**config.mk**
```make
export PLATFORM = sky130hd
export DESIGN_NAME = alu_mul_seq
export DESIGN_NICKNAME = d
export VERILOG_FILES = /design/src/rtl/alu_mul_seq.sv
export SDC_FILE = /design/constraint.sdc
export NUM_CORES = 1
export LEC_CHECK = 0
export CORE_ASPECT_RATIO = 1.25
export CORE_MARGIN = 2
export CORE_UTILIZATION = 44
export DETAILED_ROUTE_END_ITERATION = 7
export GPL_TIMING_DRIVEN = 0
export PLACE_DENSITY = 0.87
export SLEW_MARGIN = 20
export SYNTH_ARGS = -nofsm -noshare
export SYNTH_HDL_FRONTEND = slang
export SYNTH_SLANG_ARGS = --single-unit
```
**constraint.sdc**
```tcl
create_clock -name clk -period 4.6 [get_ports clk]
set_input_delay 0.69 -clock clk [delete_from_list [all_inputs] [get_ports clk]]
set_output_delay 0.69 -clock clk [all_outputs]
set_load 0.005 [all_outputs]
```
**src/rtl/alu_mul_seq.sv**
```systemverilog
// alu_mul_seq: shift-and-add multiplier that borrows the shared ALU.
// Define ALU_MUL_EARLY_EXIT_EN to end RUN once no multiplier bits remain.
`timescale 1ns/1ps
module alu_mul_seq #(
  parameter int Data_Width = 32,
  parameter int Cnt_Width  = $clog2(Data_Width)
) (
  input  logic                  clk,
  input  logic                  rst_n,
  input  logic                  in_valid,
  output logic                  in_ready,
  input  logic [Data_Width-1:0] in_a,
  input  logic [Data_Width-1:0] in_b,
  output logic                  out_valid,
  input  logic                  out_ready,
  output logic [Data_Width-1:0] out_result,
  input  logic                  flush,
  output logic                  busy,
  input  logic [Data_Width-1:0] dp_op1,
  input  logic [Data_Width-1:0] dp_op2,
  input  logic [3:0]            dp_ctrl,
  output logic [Data_Width-1:0] dp_result,
  output logic                  dp_eq,
  output logic                  dp_stall,
  output logic [Data_Width-1:0] alu_op1,
  output logic [Data_Width-1:0] alu_op2,
  output logic [3:0]            alu_ctrl,
  input  logic [Data_Width-1:0] alu_result,
  input  logic                  alu_eq
);

  typedef enum logic [1:0] {
    IDLE = 2'd0,
    RUN  = 2'd1,
    DONE = 2'd2
  } state_t;

  localparam logic [Cnt_Width-1:0] LastCnt =
    Cnt_Width'(Data_Width - 1);

  state_t                state;
  state_t                state_nx;
  logic [Data_Width-1:0] acc;
  logic [Data_Width-1:0] mcand;
  logic [Data_Width-1:0] mplier;
  logic [Cnt_Width-1:0]  cnt;
  logic                  last;
  logic                  accept;
  logic                  abort;

  assign accept = (state == IDLE) && in_valid && !flush;
  assign abort  = (state != IDLE) && flush;

  // final RUN iteration detect
  always_comb begin
`ifdef ALU_MUL_EARLY_EXIT_EN
    last = (cnt == LastCnt) || ((mplier >> 1) == '0);
`else
    last = (cnt == LastCnt);
`endif
  end

  // state register
  always_ff @(posedge clk or negedge rst_n) begin
    if (!rst_n) begin
      state <= IDLE;
    end else begin
      state <= state_nx;
    end
  end

  // next state, handshake outputs and ALU ownership mux
  always_comb begin
    state_nx   = state;
    in_ready   = 1'b0;
    busy       = 1'b0;
    dp_stall   = 1'b0;
    out_valid  = 1'b0;
    out_result = '0;
    alu_op1    = dp_op1;
    alu_op2    = dp_op2;
    alu_ctrl   = dp_ctrl;
    dp_result  = alu_result;
    dp_eq      = alu_eq;
    unique case (state)
      IDLE: begin
        in_ready = 1'b1;
        if (accept) state_nx = RUN;
      end
      RUN: begin
        busy      = 1'b1;
        dp_stall  = 1'b1;
        alu_ctrl  = 4'b0000;
        alu_op1   = acc;
        alu_op2   = mplier[0] ? mcand : '0;
        dp_result = '0;
        dp_eq     = 1'b0;
        unique case (1'b1)
          flush:   state_nx = IDLE;
          last:    state_nx = DONE;
          default: state_nx = RUN;
        endcase
      end
      DONE: begin
        busy       = 1'b1;
        dp_stall   = 1'b1;
        out_valid  = 1'b1;
        out_result = acc;
        alu_ctrl   = 4'b0000;
        alu_op1    = acc;
        alu_op2    = '0;
        dp_result  = '0;
        dp_eq      = 1'b0;
        if (flush || out_ready) state_nx = IDLE;
      end
      default: state_nx = IDLE;
    endcase
  end

  // operand, accumulator and iteration registers
  always_ff @(posedge clk or negedge rst_n) begin
    if (!rst_n) begin
      acc    <= '0;
      mcand  <= '0;
      mplier <= '0;
      cnt    <= '0;
    end else if (abort) begin
      acc    <= '0;
      mcand  <= '0;
      mplier <= '0;
      cnt    <= '0;
    end else begin
      unique case (1'b1)
        accept: begin
          acc    <= '0;
          mcand  <= in_a;
          mplier <= in_b;
          cnt    <= '0;
        end
        (state == RUN): begin
          acc    <= alu_result;
          mcand  <= mcand << 1;
          mplier <= mplier >> 1;
          cnt    <= cnt + 1'b1;
        end
        default: ;
      endcase
    end
  end

endmodule

```
==> results.cfg, run 1 <==
[status]
status = completed

[clock_network]
clk_path_buf_depth = 2
cts_num_sinks = 103
cts-root-buf = clkbuf_16
cts-resized-gates = 0
htree_num_levels = 3
clk_pin_slew_ps = 70
post_cts_buffers = 0
cts_buffers = 9
clock_latency_ps = 350
cts_hold_buffers = 0
cts_tree = done

[finish]
area_growth_pct = 58.92
layout-drive-gt1-share_pct = 8.568
instances_no_fill = 1132
nets = 1127
finish.utilization_pct = 71.08
diodes = 0

[critical_path]
cpMostUsedCell = buf_2
critPathSlowestCell = clkdlybuf4s50_1
cp_top_family = buffers and inverters
reg2reg_depth = 7
arrival_ps = 2970
worst-path-buf-inv = 5
path_depth = 9
worst_path_largest_cell_delay_ps = 540
endpoint_kind = primary output
critPathKind = reg -> out
start_kind = register
critical_path.cell_chain = inv_1 -> ha_1 -> buf_2 -> and3_1 -> clkbuf_1 -> buf_2 -> nand2_1 -> o21ai_1 -> clkdlybuf4s50_1
critPathMaxFanout = 10
worst_ep_required_time_ps = 3910

[timing]
period_minus_slack_ps = 3664
drv_slew = 0
clock_skew_ps = 10.34
worst_pin_slew_ps = 632.4
relSlewSlack_pct = 57.84
setup-violations-final = 0
fin_crit_sh_pct = 79.66
fmax_ghz = 0.2729
finalHoldViolations = 0
rsz0062_at_grt = no

[floorplan]
die_h_um = 135.9
start_util_pct = 44.73
design.core.area_um2 = 13690
dieWidth_um = 109.5
pin_count = 307
die_area_um2 = 14890
num_rows = 48

[synthesis]
synth_top_area_share_pct = 42.08
synthTopCellsByCount = dfrtp_1, a21oi_1, mux2i_1, o31ai_1, nor2b_1
syn-cell-area_um2 = 6125
async_reset_ff_share_pct = 100.0
yosys.area.top_type = dfrtp_1
synth_area_leaders = dfrtp_1, mux2i_1, o31ai_1
syn_inst = 634
synth_cell_types = 37
seq_area_frac_synth_pct = 42.08
postSynthAreaPerCell_um2 = 9.660
synth-seq-cells = 103
yosys_warnings = 0
synth_most_common_cell = dfrtp_1
synth_edf_count = 0
synth_flop_cell = dfrtp_1
synth_nets = 809

[routing]
dr.pass1.iters = 7
viasPerCell = 5.467
drtAntennaViolNets = 0
wl_per_cell_um = 19.62
dr.first_iter.drc_count = 441
vias = 6189
drcViolationCount = 0
wirelength_um = 22210

[power]
ir_drop_mv = 0.3219
leakagePower_nw = 4.168
power_density_nw_per_um2 = 573.3

[grt]
grt_pass1_vias = 6262
grt_use_total_pct = 29.08
grt_pass1_wl_um = 32820
grt_max_degree = 73
grt_overflow = 0
antenna_found_initial = 0

[placed_design]
placed_cells = 1116
io_buffer_count = 306
dp_hpwl_um = 17450
gp_congestion = 0.8717

[flow_run]
cap_violations = 0

[min_path]
hold_class = in -> async
==> cell type report <==
cell class | instances | area (µm²)
well taps | 175 | 219.0
plain buffers | 64 | 311.5
clock inverters | 6 | 68.82
repair buffers | 307 | 3092
multi-input cells | 432 | 3104
fillers | 1049 | 3960
inverters | 35 | 131.4
flip-flops and latches | 103 | 2577
clock buffers | 10 | 229.0
==> placed cells by master, fill, tap and decap left out, types with 3 or more instances in the layout <==
cell / instances
clkbuf_1: 29
nand2_1: 37
dfrtp_1: 103
buf_6: 5
buf_1: 3
o21ai_1: 32
nand3_1: 6
mux2_2: 31
buf_2: 27
and2_1: 33
o31ai_1: 61
a22o_1: 34
clkbuf_16: 9
clkdlybuf4s50_1: 305
inv_1: 35
nor2b_1: 41
a31oi_1: 3
a21oi_1: 64
ha_1: 5
mux2i_1: 62
==> cell families (layout without fill, tap and decap cells) <==
kind of cell               count (synthesis)  in the layout  share of synthesized area [%]
buffers and inverters                     99            422                          7.232
DFF                                      103            103                          42.08
adders and majority gates                  5              5                          1.021
AOI/OAI and AO/OA                        203            203                          21.61
and+or+nand+nor                          129            129                          11.85
muxes                                     95             95                          16.20
==> through the flow <==
stage	area (µm²)	hold slack [ps]	setup TNS, ps	power (mW)	setup slack, ps
2_1_floorplan	6125	394.4	0	3.386	2304
3_3_place_gp	9407	493.5	-117260	4.714	-1147
3_5_place_dp	9435	502.3	0	4.791	1276
4_1_cts	9733	225.5	0	5.588	875.3
5_1_grt	9733	232.7	0	5.944	728.9
6_report	9733	221.4	0	5.580	935.8
==> power by group <==
group	internal, mW	switching (mW)
clock network	0.427	0.357
registers	1.35	0.344
logic	1.64	1.46
==> path summary, 6_finish.rpt <==
path / startpoint / end / slack (ps)
max: state[1]$_DFFE_PN0P_ / alu_op2[16] / 940
min: rst_n / mplier[10]$_DFFE_PN0P_ / 220
max reg2reg: state[1]$_DFFE_PN0P_ / acc[25]$_DFFE_PN0P_ / 2590
min reg2reg: acc[11]$_DFFE_PN0P_ / acc[11]$_DFFE_PN0P_ / 520
max in group asynchronous: rst_n / acc[1]$_DFFE_PN0P_ / 3710
min in group clk: acc[11]$_DFFE_PN0P_ / acc[11]$_DFFE_PN0P_ / 520
==> registers in the layout (all words and copies together), names as in the netlist <==
signal	cells
acc	32
cnt	5
mcand	32
mplier	32
state	2
==> routing by layer <==
layer	track usage, %	vias up	share of wire (%)
li1	-	2896	-
met1	35.05	2999	38
met2	48.97	256	50
met3	9.060	38	9.5
met4	9.705	0	2.6
met5	0	-	0
No activity file was read; power rests on OpenSTA's default activity.
==> inputs of run 2 (changes only) <==
CORE_UTILIZATION = 37   (was 44)
PLACE_DENSITY = 0.78   (was 0.87)
clock period = 3.1 ns   (was 4.6 ns; I/O delays follow)
==> results.cfg, run 2 (synthesized netlist as in run 1, its figures left out) <==
[finish]
layout_common_cells = clkdlybuf4s50_1, dfrtp_1, a21oi_1
final_common_cell = clkdlybuf4s50_1
finish.utilization_pct = 60.58
reg.largest.list = acc (32), mcand (32), mplier (32)
diodes = 0
area_growth_pct = 60.25
layout-drive-gt1-share_pct = 9.091
instances_no_fill = 1173
nets = 1127
design_area_um2 = 9814

[clock_network]
cts_hold_buffers = 0
clk_path_buf_depth = 2
clock_latency_ps = 350
cts_num_sinks = 103
cts_buffers = 9
clk_pin_slew_ps = 70
cts_tree = done
htree_num_levels = 3
cts-root-buf = clkbuf_16

[routing]
drcViolationCount = 0
dr.first_iter.drc_count = 304
wirelength_um = 20710
viasPerCell = 5.061
dr.pass1.iters = 4
wl_per_cell_um = 17.66
drtAntennaViolNets = 0
vias = 5936

[timing]
fmax_ghz = 0.3416
whs_ps = 48.02
relSlewSlack_pct = 58.53
fin_crit_sh_pct = 94.43
setup-violations-final = 0
period_minus_slack_ps = 2927
rsz0062_at_grt = no
final.setup.worst_slack_ps = 172.7
finalHoldViolations = 0
worst_pin_slew_ps = 622.0
clock_skew_ps = 7.945
drv_slew = 0
setup_tns_ps = 0

[placed_design]
gp_congestion = 0.7913
dp_hpwl_um = 15890
postPlaceCellArea_um2 = 9487
io_buffer_count = 306
placed_cells = 1157
dp_slack_ps = 10.36

[power]
ir_drop_mv = 0.4778
power_density_nw_per_um2 = 835.4
leakagePower_nw = 4.172
power.total_mw = 8.199

[floorplan]
num_rows = 52
pin_count = 307
dieWidth_um = 119.1
die_area_um2 = 17600
start_util_pct = 37.81
design.core.area_um2 = 16200
die_h_um = 147.8

[grt]
grt_use_total_pct = 23.26
grt_max_degree = 54
grt_pass1_wl_um = 32570
grt_overflow = 0
antenna_found_initial = 0
grt_pass1_vias = 6265

[critical_path]
critPathKind = reg -> out
worst-path-buf-inv = 4
arrival_ps = 2460
worst_path_largest_cell_delay_ps = 520
critPathMaxFanout = 10
start_kind = register
endpoint_kind = primary output
critPathSlowestCell = clkdlybuf4s50_1
worst_ep_required_time_ps = 2630
cp_top_family = buffers and inverters
worstReg2RegStart = state[1]$_DFFE_PN0P_
cp-startpoint = state[1]$_DFFE_PN0P_
critical_path.cell_chain = inv_1 -> ha_4 -> buf_6 -> and3_2 -> buf_4 -> nand2_1 -> o21ai_1 -> clkdlybuf4s50_1

[min_path]
hold_class = in -> async

[flow_run]
cap_violations = 0

[status]
status = completed
[run 2: cell types whose count changed in the layout (fill, tap and decap cells not counted), sizes merged]
cell / change
buf: +1
bufinv: -1
clkbuf: -1
clkinv: -1
clkinvlp: +1
inv: +1
[run 2: worst paths after layout]
| kind | depth (start not counted) | slack, ps | end |
|---|---|---|---|
| worst min register to register | 1 | 510 | acc[15]$_DFFE_PN0P_ |
| worst max-delay path | 8 | 170 | alu_op2[21] |
| worst min-delay path | 1 | 50 | mcand[3]$_DFFE_PN0P_ |
| min in group clk | 1 | 510 | acc[15]$_DFFE_PN0P_ |
| max in group asynchronous | 2 | 2410 | acc[27]$_DFFE_PN0P_ |
| worst max register to register | 7 | 1120 | mcand[21]$_DFFE_PN0P_ |
[run 2: worst reg2reg max path, cell delays in order, from the launching register on]
cell	delay [ps]
dfrtp_1	400
inv_1	120
ha_1	150
buf_2	200
buf_2	260
clkbuf_1	450
o31ai_1	170
a21oi_1	150
[run 2: layout make-up]
cell class,count,area [µm²]
fillers,1367,6386
inverters,35,131.4
clock inverters,6,52.55
plain buffers,63,326.6
flip-flops and latches,103,2577
repair buffers,308,3099
well taps,216,270.3
multi-input cells,432,3118
clock buffers,10,239.0
[run 2: routing by layer]
metal | share of wire, % | global-route usage, %
met1 | 40 | 27.21
met2 | 51 | 41.70
met3 | 6.7 | 5.517
met4 | 2.0 | 7.738
met5 | 0 | 0
[run 2: power breakdown]
part           leakage, nW  switching (mW)  total, mW  internal (mW)
combinational         2.75            2.11       4.58           2.47
sequential            1.29           0.482       2.49           2.00
clock                0.138           0.548       1.13          0.581
[run 2: repair_timing]
item	CTS	global route
gates resized for setup	9	1
setup endpoints to repair	73	14
setup buffers	1	0
==> inputs of run 3 (changes only) <==
ABC_AREA = 1   (was not set)
CORE_UTILIZATION = 38   (was 37)
PLACE_DENSITY = 0.79   (was 0.78)
==> results.cfg, run 3 <==
[synthesis]
synth_flop_cell = dfrtp_1
syn-cell-area_um2 = 6382
postSynthAreaPerCell_um2 = 6.804
synth_nets = 1113
synthTopCellsByCount = nand2_1, nand3_1, inv_1, dfrtp_1, nor2_1
synth_area_leaders = dfrtp_1, nand2_1, nand3_1
syn_inst = 938
yosys.area.top_type = dfrtp_1
async_reset_ff_share_pct = 100.0
seq_area_frac_synth_pct = 40.38
synth_most_common_cell = nand2_1
synth_cell_types = 18
synth-seq-cells = 103
yosys_warnings = 0
synth_top_area_share_pct = 40.38
synth_edf_count = 0

[critical_path]
endpoint_kind = primary output
arrival_ps = 2550
critPathSlowestCell = clkdlybuf4s50_1
reg2reg_depth = 7
endpoint = out_result[11]
rrSetupSlack_ps = 1290
cp-startpoint = state[0]$_DFFE_PN0P_
critPathKind = reg -> out
reg2reg_to = mcand[13]$_DFFE_PN0P_
worstReg2RegStart = state[0]$_DFFE_PN0P_
worst-path-buf-inv = 5
critical_path.cell_chain = inv_1 -> ha_1 -> clkbuf_1 -> clkbuf_1 -> nand2_1 -> inv_1 -> clkdlybuf4s50_1
path_depth = 7
start_kind = register
cp_top_family = buffers and inverters
worst_ep_required_time_ps = 2630
worst_path_largest_cell_delay_ps = 530
critPathMaxFanout = 10

[timing]
fmax_ghz = 0.3322
setup-violations-final = 0
drv_slew = 0
setup_tns_ps = 0
final.setup.worst_slack_ps = 89.36
clock_skew_ps = 10.00
relSlewSlack_pct = 58.01
period_minus_slack_ps = 3011
worst_pin_slew_ps = 629.8
fin_crit_sh_pct = 97.12
finalHoldViolations = 0
rsz0062_at_grt = yes

[finish]
finish.utilization_pct = 60.71
layout-drive-gt1-share_pct = 8.803
reg.largest.list = acc (32), mcand (32), mplier (32)
diodes = 0
design_area_um2 = 10100
final_common_cell = nand2_1
area_growth_pct = 58.32
nets = 1431
layout_common_cells = nand2_1, clkdlybuf4s50_1, nand3_1

[clock_network]
cts_num_sinks = 103
cts_buffers = 9
cts-root-buf = clkbuf_16
post_cts_buffers = 0
cts_hold_buffers = 0
htree_num_levels = 3
clk_pin_slew_ps = 70
clock_latency_ps = 350
cts_tree = done
clk_path_buf_depth = 2

[placed_design]
gp_congestion = 0.8681
postPlaceCellArea_um2 = 9749
io_buffer_count = 306
dp_slack_ps = -34.46
dp_hpwl_um = 18190

[routing]
dr.pass1.iters = 5
drtAntennaViolNets = 0
viasPerCell = 4.914
dr.first_iter.drc_count = 548
wl_per_cell_um = 15.89
vias = 7277
drcViolationCount = 0
wirelength_um = 23530

[min_path]
hold_class = in -> async

[power]
leakagePower_nw = 5.378
ir_drop_mv = 0.4065
power_density_nw_per_um2 = 794.4
power.total_mw = 8.027

[grt]
grt_pass1_wl_um = 37120
grt_use_total_pct = 26.37
antenna_found_initial = 1
grt_pass1_vias = 7217
grt_overflow = 0
grt_max_degree = 57

[floorplan]
die_area_um2 = 17850
num_rows = 53
design.core.area_um2 = 16640
pin_count = 307
die_h_um = 148.9
start_util_pct = 38.34
dieWidth_um = 119.9

[status]
status = completed

[flow_run]
cap_violations = 0
==> run 3: cell count changes in the layout (fill, tap and decap cells not counted), moves of 34 or more <==
cell | previous run | this run
a21oi_1 | 64 | 0
a22o_1 | 34 | 0
inv_1 | 35 | 107
mux2i_1 | 62 | 0
nand2_1 | 37 | 367
nand3_1 | 6 | 170
nor2_1 | 1 | 42
nor2b_1 | 41 | 0
o31ai_1 | 61 | 0
==> run 3: final cells by class <==
cell class	instances	area (µm²)
buffer	70	360.3
clock buffer	12	266.5
clock inverter	4	52.55
fill	1532	6540
inverter	110	412.9
multi-input combinational	655	3065
sequential	103	2577
tap	220	275.3
timing repair buffer	307	3094
==> run 3: power by group <==
part	internal, mW	switching, mW	total (mW)
clock	0.694	0.512	1.21
sequential	1.86	0.371	2.23
combinational	2.15	2.44	4.59
==> run 3: metrics by stage <==
step / hold slack [ps] / instances
3_5_place_dp: 436.1 / 1465
5_1_grt: 79.24 / 1481
3_3_place_gp: 487.1 / 1464
2_1_floorplan: 169.4 / 938
4_1_cts: 59.25 / 1481
6_report: 44.22 / 1481
==> run 3: how the worst min path moves through the flow <==
stage | from | end | slack [ps]
after floorplan | rst_n | acc[0]$_DFFE_PN0P_ | 170
after global placement | cnt[4]$_DFFE_PN0P_ | cnt[4]$_DFFE_PN0P_ | 490
after detailed placement | rst_n | mplier[17]$_DFFE_PN0P_ | 440
after CTS | rst_n | mplier[17]$_DFFE_PN0P_ | 60
after global routing | rst_n | mplier[19]$_DFFE_PN0P_ | 80
final | rst_n | mplier[17]$_DFFE_PN0P_ | 40
==> run 3: kinds of logic after synthesis <==
kind of cell	synth area share (%)
DFF	40.38
adders and majority gates	0.9802
buffers and inverters	11.66
muxes	5.646
AOI/OAI and AO/OA	3.215
and+or+nand+nor	38.11
==> run 3: worst reg2reg max path, cell delays in order, from the launching register on <==
cell and delay [ps]:
dfrtp_1 400, inv_1 90, ha_2 250, nand3_1 210
nand2_1 310, buf_2 300, nand3_1 110, nand2_1 90
==> run 3: repair_timing <==
action / CTS / global route
endpoints found under the setup margin: 58 / 50
resized for setup: 7 / 16
endpoints found under the hold margin: 0 / 0
==> run 3: layer usage <==
metal  global-route usage, %  part of all wire (%)  vias to the layer above  wire [µm]
met3                   4.702                   6.4                       38       1512
li1                        -                     -                     3575          -
met2                   48.24                    52                      297      12250
met1                   30.95                    39                     3365       9210
met4                   8.824                   2.3                        2        540
met5                       0                 0.055                        -         13
